## config.mk

```make
export PLATFORM = sky130hd
export DESIGN_NAME = sequencer_flat
export DESIGN_NICKNAME = d
export VERILOG_FILES = /design/src/rtl/sequencer_if.sv /design/src/rtl/sequencer.sv /design/src/flat_wrapper.sv
export SDC_FILE = /design/constraint.sdc
export NUM_CORES = 1
export LEC_CHECK = 0
export CAP_MARGIN = 20
export CORE_ASPECT_RATIO = 0.75
export CORE_MARGIN = 3
export CORE_UTILIZATION = 32
export CTS_BUF_LIST = sky130_fd_sc_hd__clkbuf_8
export DETAILED_ROUTE_END_ITERATION = 10
export PLACE_DENSITY = 0.64
export SLEW_MARGIN = 0
export SYNTH_ARGS = -nofsm -noshare
export SYNTH_HDL_FRONTEND = slang
export SYNTH_SLANG_ARGS = --single-unit
```

## constraint.sdc

```tcl
create_clock -name clk -period 2.93 [get_ports clk]
set_input_delay 0.4395 -clock clk [delete_from_list [all_inputs] [get_ports clk]]
set_output_delay 0.4395 -clock clk [all_outputs]
set_load 0.02 [all_outputs]
```

## src/rtl/sequencer_if.sv

```systemverilog
// Sequencer state type plus the bundle between the sequencer and the core.
// Optional single-step input is present when SEQ_SINGLE_STEP_EN is defined.
package sequencer_pkg;
   localparam int OPCODE_WIDTH = 8;

   typedef enum logic [2:0] {
      SRST   = 3'd0,
      SREAD  = 3'd1,
      SLOAD1 = 3'd2,
      SLOAD2 = 3'd3,
      SLOAD3 = 3'd4,
      SCALC  = 3'd5,
      SWRITE = 3'd6,
      SNXT   = 3'd7
   } sequencer_state_t;
endpackage

interface sequencer_if #(
   parameter int CNT_WIDTH = 16
);
   import sequencer_pkg::*;

   logic                    run;
   logic                    ram_busy;
   logic [OPCODE_WIDTH-1:0] opcode;
`ifdef SEQ_SINGLE_STEP_EN
   logic                    step;
`endif
   sequencer_state_t        q;
   logic                    halted;
   logic                    active;
   logic [CNT_WIDTH-1:0]    cycle_cnt;
   logic [CNT_WIDTH-1:0]    instr_cnt;

   modport master (
`ifdef SEQ_SINGLE_STEP_EN
      input  step,
`endif
      input  run, ram_busy, opcode,
      output q, halted, active, cycle_cnt, instr_cnt
   );

   modport slave (
`ifdef SEQ_SINGLE_STEP_EN
      output step,
`endif
      output run, ram_busy, opcode,
      input  q, halted, active, cycle_cnt, instr_cnt
   );
endinterface

```

## src/rtl/sequencer.sv

```systemverilog
// Program-line control FSM: read, load x3, calc, write, next; stalls on ram_busy, halts on HALT_OPCODE.
// Define SEQ_SINGLE_STEP_EN to gate SNXT on a rising edge of the step input.
module sequencer
   import sequencer_pkg::*;
#(
   parameter logic [OPCODE_WIDTH-1:0] HALT_OPCODE = 8'hFF,
   parameter int                      CNT_WIDTH   = 16
) (
   input logic         clk,
   input logic         rstn,
   sequencer_if.master bus
);

   sequencer_state_t     state, state_nxt;
   logic                 run_q;
   logic                 run_rise;
   logic                 start;
   logic                 halt_hit;
   logic                 instr_tick;
   logic                 halted;
   logic [CNT_WIDTH-1:0] cycle_cnt;
   logic [CNT_WIDTH-1:0] instr_cnt;
`ifdef SEQ_SINGLE_STEP_EN
   logic                 step_q;
   logic                 step_rise;

   assign step_rise = bus.step & ~step_q;
`endif

   assign run_rise = bus.run & ~run_q;

   always_comb begin
      // NOTE: every output of this block gets a default first, so no path can infer a latch.
      state_nxt  = state;
      start      = 1'b0;
      halt_hit   = 1'b0;
`ifdef SEQ_SINGLE_STEP_EN
      instr_tick = (state == SWRITE);
`else
      instr_tick = (state == SNXT);
`endif
      case (state)
         SRST: if (run_rise) begin
            state_nxt = SREAD;
            start     = 1'b1;
         end
         SREAD:  state_nxt = SLOAD1;
         SLOAD1: if (!bus.ram_busy) state_nxt = SLOAD2;
         SLOAD2: if (!bus.ram_busy) state_nxt = SLOAD3;
         SLOAD3: if (!bus.ram_busy) state_nxt = SCALC;
         // A stall outranks the halt check; a halt line skips SWRITE entirely.
         SCALC: if (!bus.ram_busy) begin
            if (bus.opcode == HALT_OPCODE) begin
               state_nxt = SRST;
               halt_hit  = 1'b1;
            end else begin
               state_nxt = SWRITE;
            end
         end
         SWRITE: state_nxt = SNXT;
`ifdef SEQ_SINGLE_STEP_EN
         SNXT: if (step_rise) state_nxt = bus.run ? SREAD : SRST;
`else
         SNXT: state_nxt = bus.run ? SREAD : SRST;
`endif
         default: state_nxt = SRST;
      endcase
   end

   always_ff @(posedge clk or negedge rstn) begin
      if (!rstn) begin
         state     <= SRST;
         run_q     <= 1'b0;
         halted    <= 1'b0;
         cycle_cnt <= '0;
         instr_cnt <= '0;
`ifdef SEQ_SINGLE_STEP_EN
         step_q    <= 1'b0;
`endif
      end else begin
         // NOTE: non-blocking assignments so every register samples pre-edge values.
         state <= state_nxt;
         run_q <= bus.run;
`ifdef SEQ_SINGLE_STEP_EN
         step_q <= bus.step;
`endif
         if (start) begin
            halted    <= 1'b0;
            cycle_cnt <= '0;
            instr_cnt <= '0;
         end else begin
            if (halt_hit) halted <= 1'b1;
            if (state != SRST && cycle_cnt != '1) cycle_cnt <= cycle_cnt + CNT_WIDTH'(1);
            if (instr_tick) instr_cnt <= instr_cnt + CNT_WIDTH'(1);
         end
      end
   end

   assign bus.q         = state;
   assign bus.active    = (state != SRST);
   assign bus.halted    = halted;
   assign bus.cycle_cnt = cycle_cnt;
   assign bus.instr_cnt = instr_cnt;

endmodule
```

## src/flat_wrapper.sv

```systemverilog
// flat-port wrapper written by rule: the top's interface ports become plain ports
module sequencer_flat import sequencer_pkg::*;
#(
   parameter logic [OPCODE_WIDTH-1:0] HALT_OPCODE = 8'hFF,
   parameter int                      CNT_WIDTH   = 16
)
  (clk, rstn, bus_run, bus_ram_busy, bus_opcode, bus_q, bus_halted, bus_active, bus_cycle_cnt, bus_instr_cnt);
  sequencer_if #(.CNT_WIDTH(CNT_WIDTH)) bus_i ();
  input logic clk;
  input logic rstn;
  input wire logic [$bits(bus_i.run)-1:0] bus_run;
  input wire logic [$bits(bus_i.ram_busy)-1:0] bus_ram_busy;
  input wire logic [$bits(bus_i.opcode)-1:0] bus_opcode;
  output wire logic [$bits(bus_i.q)-1:0] bus_q;
  output wire logic [$bits(bus_i.halted)-1:0] bus_halted;
  output wire logic [$bits(bus_i.active)-1:0] bus_active;
  output wire logic [$bits(bus_i.cycle_cnt)-1:0] bus_cycle_cnt;
  output wire logic [$bits(bus_i.instr_cnt)-1:0] bus_instr_cnt;
  assign bus_i.run = bus_run;
  assign bus_i.ram_busy = bus_ram_busy;
  assign bus_i.opcode = bus_opcode;
  assign bus_q = bus_i.q;
  assign bus_halted = bus_i.halted;
  assign bus_active = bus_i.active;
  assign bus_cycle_cnt = bus_i.cycle_cnt;
  assign bus_instr_cnt = bus_i.instr_cnt;
  sequencer #(.HALT_OPCODE(HALT_OPCODE), .CNT_WIDTH(CNT_WIDTH)) u_core (.clk(clk), .rstn(rstn), .bus(bus_i));
endmodule
```

# Word-level counts from Yosys, hierarchy flattened
# Cells that the tools add are included.
dict set report totals {
  register_bits 37
  out_inout_bits 37
}
dict set report op_classes {
  add_sub_neg 2
  eq_ne 14
  mux 19
  bitwise 2
  n_reduce_logical 7
}
# op n
set op_table {}
lappend op_table {{2-to-1 mux 16 bit} 4}
lappend op_table {{adder 16 x 1 -> 16 bit, second input constant} 2}
lappend op_table {{one-hot mux 3 bit (8 select lines)} 1}
lappend op_table {{2-to-1 mux 3 bit} 6}
lappend op_table {{!= test 16 bit, second input constant} 1}
lappend op_table {{equality test 3 bit, second input constant} 4}
lappend op_table {{equality test 8 bit, second input constant} 1}
lappend op_table {{2-to-1 mux 1 bit} 8}
lappend op_table {{!= test 2 bit, second input constant} 4}
lappend op_table {{equality test 3 x 2 -> 1 bit, second input constant} 2}
lappend op_table {{nonzero test 2 bit} 3}
lappend op_table {{AND reduction 5 bit} 1}
lappend op_table {{equality test 3 x 1 -> 1 bit, second input constant} 1}
lappend op_table {{logical NOT 3 bit} 1}
lappend op_table {{nonzero test 3 bit} 1}
lappend op_table {{!= test 2 x 1 -> 1 bit, second input constant} 1}
lappend op_table {{AND 1 bit} 1}
lappend op_table {{logical AND 1 bit} 1}
lappend op_table {{NOT 1 bit} 1}

# Longest topological paths before layout
dict set report logic_depth {
  depth_word 6
  mapped_depth 6
}

# Least setup slack after synthesis
# Ideal clock, no wire load.
dict set report synth_path {
  path_type {register -> register}
  from {reg u_core.cycle_cnt[0] (netlist: u_core.bus.cycle_cnt[0])}
  to {reg u_core.cycle_cnt[10] (netlist: u_core.bus.cycle_cnt[10])}
  arrival_ns 1.660
  t_required_ns 2.853
  slack_ns 1.192
  stages_incl_launch_ff 6
  path_buffers 0
  period_less_slack_ns 1.738
  cell_sequence {dfrtp_1 ha_1 o311ai_1 o21bai_1 or4_1 a21oi_1}
}
dict set report synth_via {
  elab_chain_len 3
  elab_cells_between_ends 6
  cone_classes {add/sub (1); eq/ne (1); mux (2); reduce/logical (2)}
}
# element line_no
set synth_rtl {}
lappend synth_rtl {{start: declaration} sequencer.sv:21} ;# logic [CNT_WIDTH-1:0] cycle_cnt;
lappend synth_rtl {{start signal: assignment} sequencer.sv:93} ;# if (state != SRST && cycle_cnt != '1) cycle_cnt <= cycle_cnt + CNT_WIDTH'(1);
lappend synth_rtl {{adder 16 x 1 -> 16 bit or != test 16 bit (tied branches)} sequencer.sv:93}
lappend synth_rtl {{2-to-1 mux 16 bit or logical AND 1 bit (tied branches)} sequencer.sv:93}
lappend synth_rtl {{2-to-1 mux 16 bit or nonzero test 2 bit (tied branches)} n/a}
# Parallel ways exist; a longest one is shown, timed or not. The select of a mux whose other input is x is not followed.
# A chain may end at the register's enable or synchronous reset.

# Final worst setup path
dict set report layout_path {
  from {reg u_core.state[1] (netlist: u_core.bus.q[1])}
  to {out bus_active}
}
dict set report layout_via {
  elab_chain_len 1
}
# element line_no
set layout_rtl {}
lappend layout_rtl {{start: declaration} sequencer.sv:14} ;# sequencer_state_t state, state_nxt;
lappend layout_rtl {{start signal: assignment} sequencer.sv:82} ;# state <= state_nxt;
lappend layout_rtl {{nonzero test 3 bit} sequencer.sv:100} ;# assign bus.active = (state != SRST);
lappend layout_rtl {{end: declaration} flat_wrapper.sv:16} ;# output wire logic [$bits(bus_i.active)-1:0] bus_active;
# No other way between the ends.

==> flow_metrics.tcl <==
set metrics [dict create \
    final_layout_size_suffix_gt1_frac 0.0598 \
    drtPass1Iterations 4 \
    die_height_um 74.0 \
    cp.required_ps 2490 \
    rr_worst_depth 4 \
    detailed_place_hpwl_um 3260 \
    crit-reg2reg-capture "u_core.bus.instr_cnt[10]$_DFFE_PN0P_" \
    detail_route.wirelength_um 4600 \
    final-max-slew-violation-count 0 \
    critical_path_depth 3 \
    timing.setup.tns_ps 0 \
    chipWidth_um 96.7 \
    synth-seq-area-share 0.469 \
    power.switching_mw 0.971 \
    path_max_fanout 13 \
    antenna-diode-count 0 \
    reg2reg_setup_slack_ps 820 \
    holdWs_ps 250 \
    worst-setup-path-type "reg2out" \
    internal_power_mw 1.36 \
    multi_input_comb_area_um2 986 \
    syn_to_final_growth_pct 31.5 \
    grt.total_usage 0.127 \
    hold_viol 0 \
    max_freq_mhz 420 \
    postCtsSetupRepairBufs 0 \
    p_leak_nw 1.06 \
    cts_made_buffers 5 \
    worstPathBufferInverterCount 2 \
    crit_path_end_kind "primary output" \
    synth_cell_type_count 40 \
    io-pin-count 49 \
    synth-main-ff-cell "sky130_fd_sc_hd__dfrtp_1" \
    port_buffers 48 \
    swShare 0.417 \
    busiest_layer "met2" \
    cts_hold_buffers 0 \
    h_tree_depth 2 \
    timing.final.crit_period_ps 2380 \
    rsz0062_at_grt "no" \
    worst_slew_pin_tran_ps 897 \
    postSynthRegisterBits 37 \
    timing.critical_path.to "bus_active" \
    fillerInstances 604 \
    final.setup_skew_ps 3.53 \
    crit_path_cell_trace "nor3_1 > inv_2 > clkdlybuf4s50_1" \
    route.antenna.remaining_nets 0 \
    grt_util_met3 0.0375 \
    avgSynthCellArea_um2 9.73 \
    place.detailed.instances 322 \
    std_cell_rows 24 \
    r2r-start "u_core.bus.q[1]$_DFFE_PN0P_" \
    postSynth.asyncResetShare 1.00 \
    synthesis.nets 217 \
    first_iter_violations 77 \
    finish.cell_count_without_fillers 329 \
    nNetsFinal 265 \
    total_congestion_overflow_after_global_routing 0 \
    cts_resized 0 \
    fin_crit_sh 0.813 \
    clock_insertion_delay_at_the_later_pin_of_the_skew_report_ps 280 \
    antenna_found_initial 0 \
    power.ir.vdd_worst_mv 0.560 \
    pre_cts_slack_ps 678 \
    groute.layer.met2.usage 0.190 \
    initial_core_util 0.336 \
    power.share.clock 0.153 \
    drt-vias-per-instance 5.24 \
    power_density_mw_per_mm2 896 \
    setup_slack_ps 547 \
    grt_pass1_wl_um 7570 \
    design.die.area_mm2 0.00716 \
    groute.layer.met1.usage 0.180 \
    maxSlewHeadroom 0.402 \
    worst_setup_hold_path_clk_slew_ps 70 \
    critical_path.startpoint_type "flip-flop" \
    yosysWarnings 0 \
    crit_slowest_cell "sky130_fd_sc_hd__clkdlybuf4s50_1" \
    run_status "finished, final reports clean" \
    slowest_delay_ps 570 \
    post_drt_wl_per_cell_um 14.0 \
    post_synth_instance_area_mm2 0.00198 \
    drt_drc_violations_left 0 \
    setup_viol 0 \
    cts.root.buffer_cell "sky130_fd_sc_hd__clkbuf_8" \
    numClockSinks 37 \
    number_of_standard_cells_after_synthesis 203 \
    synth_edf_count 0 \
    core_area_mm2 0.00589 \
    worst-endpoint-arrival_ps 1940 \
    worst_path_dominant_cell_family "buffers and inverters" \
    cap_violations 0 \
    p_comb_frac 0.443 \
    cts-root-to-sink-buffers 2 \
    route.vias.total 1724 \
    seq_power_share 0.404 \
    final-seq-area_um2 926 \
    cts_tree "yes" \
    place_congestion 0.769 \
    critical_path.startpoint "u_core.bus.q[1]$_DFFE_PN0P_" \
    grt_start_max_net_pins 38 \
    worst_hold_path_type "in2async" \
    first_global_vias 1598 \
]
per-layer routing:
layer / part of all wire / up-vias
met5: 0 / -
met3: 0.044 / 4
li1: - / 858
met1: 0.52 / 823
met4: 0.0074 / 0
met2: 0.43 / 39
worst reg2reg max path, delay by kind of cell, from the launching register on:
family / cells / cell delay (ps)
AND/OR/NAND/NOR: 4 / 1490
flip-flops: 1 / 520
worst min-delay path by stage:
stage	from	to	cells after the start
floorplan	rstn	u_core.bus.cycle_cnt[0]$_DFFE_PN0P_	0
global placement	u_core.bus.halted$_DFFE_PN0P_	u_core.bus.halted$_DFFE_PN0P_	2
detailed placement	u_core.bus.halted$_DFFE_PN0P_	u_core.bus.halted$_DFFE_PN0P_	2
CTS	rstn	u_core.bus.cycle_cnt[3]$_DFFE_PN0P_	1
global route	rstn	u_core.bus.cycle_cnt[10]$_DFFE_PN0P_	1
finish	rstn	u_core.bus.instr_cnt[15]$_DFFE_PN0P_	1
cells in the mapped netlist, types with 6 or more instances:
cell | count | area (um2)
sky130_fd_sc_hd__nand3_1 | 9 | 45.0
sky130_fd_sc_hd__mux2i_1 | 7 | 70.1
sky130_fd_sc_hd__nor2_1 | 14 | 52.6
sky130_fd_sc_hd__nand2_1 | 20 | 75.1
sky130_fd_sc_hd__nand4_1 | 9 | 56.3
sky130_fd_sc_hd__a21oi_1 | 12 | 60.1
sky130_fd_sc_hd__o21ai_0 | 6 | 30.0
sky130_fd_sc_hd__or4_1 | 9 | 67.6
sky130_fd_sc_hd__xor2_1 | 6 | 52.6
sky130_fd_sc_hd__dfrtp_1 | 37 | 926
sky130_fd_sc_hd__nor3_1 | 11 | 55.1
sky130_fd_sc_hd__o31ai_1 | 8 | 60.1
power by group through the flow:
stage	clock (mW)	sequential (mW)	combinational, mW
finish	0.356	0.941	1.03
global route	0.385	0.984	1.12
CTS	0.367	0.940	1.04
detailed placement	0	0.950	1.04
global placement	0	0.945	1.03
floorplan	0	1.07	0.425
area by class of cell:
class	instances	share of cell area
clock inverter	1	0.00145
sequential	37	0.356
clock buffer	6	0.0318
multi-input combinational	153	0.380
timing repair buffer	49	0.186
tap	78	0.0376
inverter	5	0.00723
stage by stage:
step	instance area, um2	power [mW]	utilization
after detailed placement	2510	1.99	0.427
final	2600	2.33	0.441
after CTS	2600	2.35	0.441
after global routing	2600	2.49	0.441
after global placement	2510	1.97	0.427
after floorplan	1980	1.50	-
cells in the final DEF (no fill, tap or decap), drive strengths merged, types with 7 or more instances in the layout:
cell type	synthesis	final
mux2i	7	7
or4	9	9
nor3	11	11
a21oi	12	12
nand4	10	10
nand3	11	11
dfrtp	37	37
clkdlybuf4s50	0	47
nor2	14	14
nand2	22	22
o31ai	8	8
state kept, by name, summed over array words and instances (netlist names):
register and cells:
u_core.bus.instr_cnt 16, u_core.run_q 1, u_core.bus.q 3, u_core.bus.halted 1
u_core.bus.cycle_cnt 16
kinds of logic after synthesis:
family	share of synthesized area
compound gates	0.125
xor+xnor	0.0399
fa+ha+maj	0.0177
buf+inv	0.0323
flops	0.469
mux	0.0355
simple gates	0.281
Note: power is estimated with default switching activity, not from simulation.
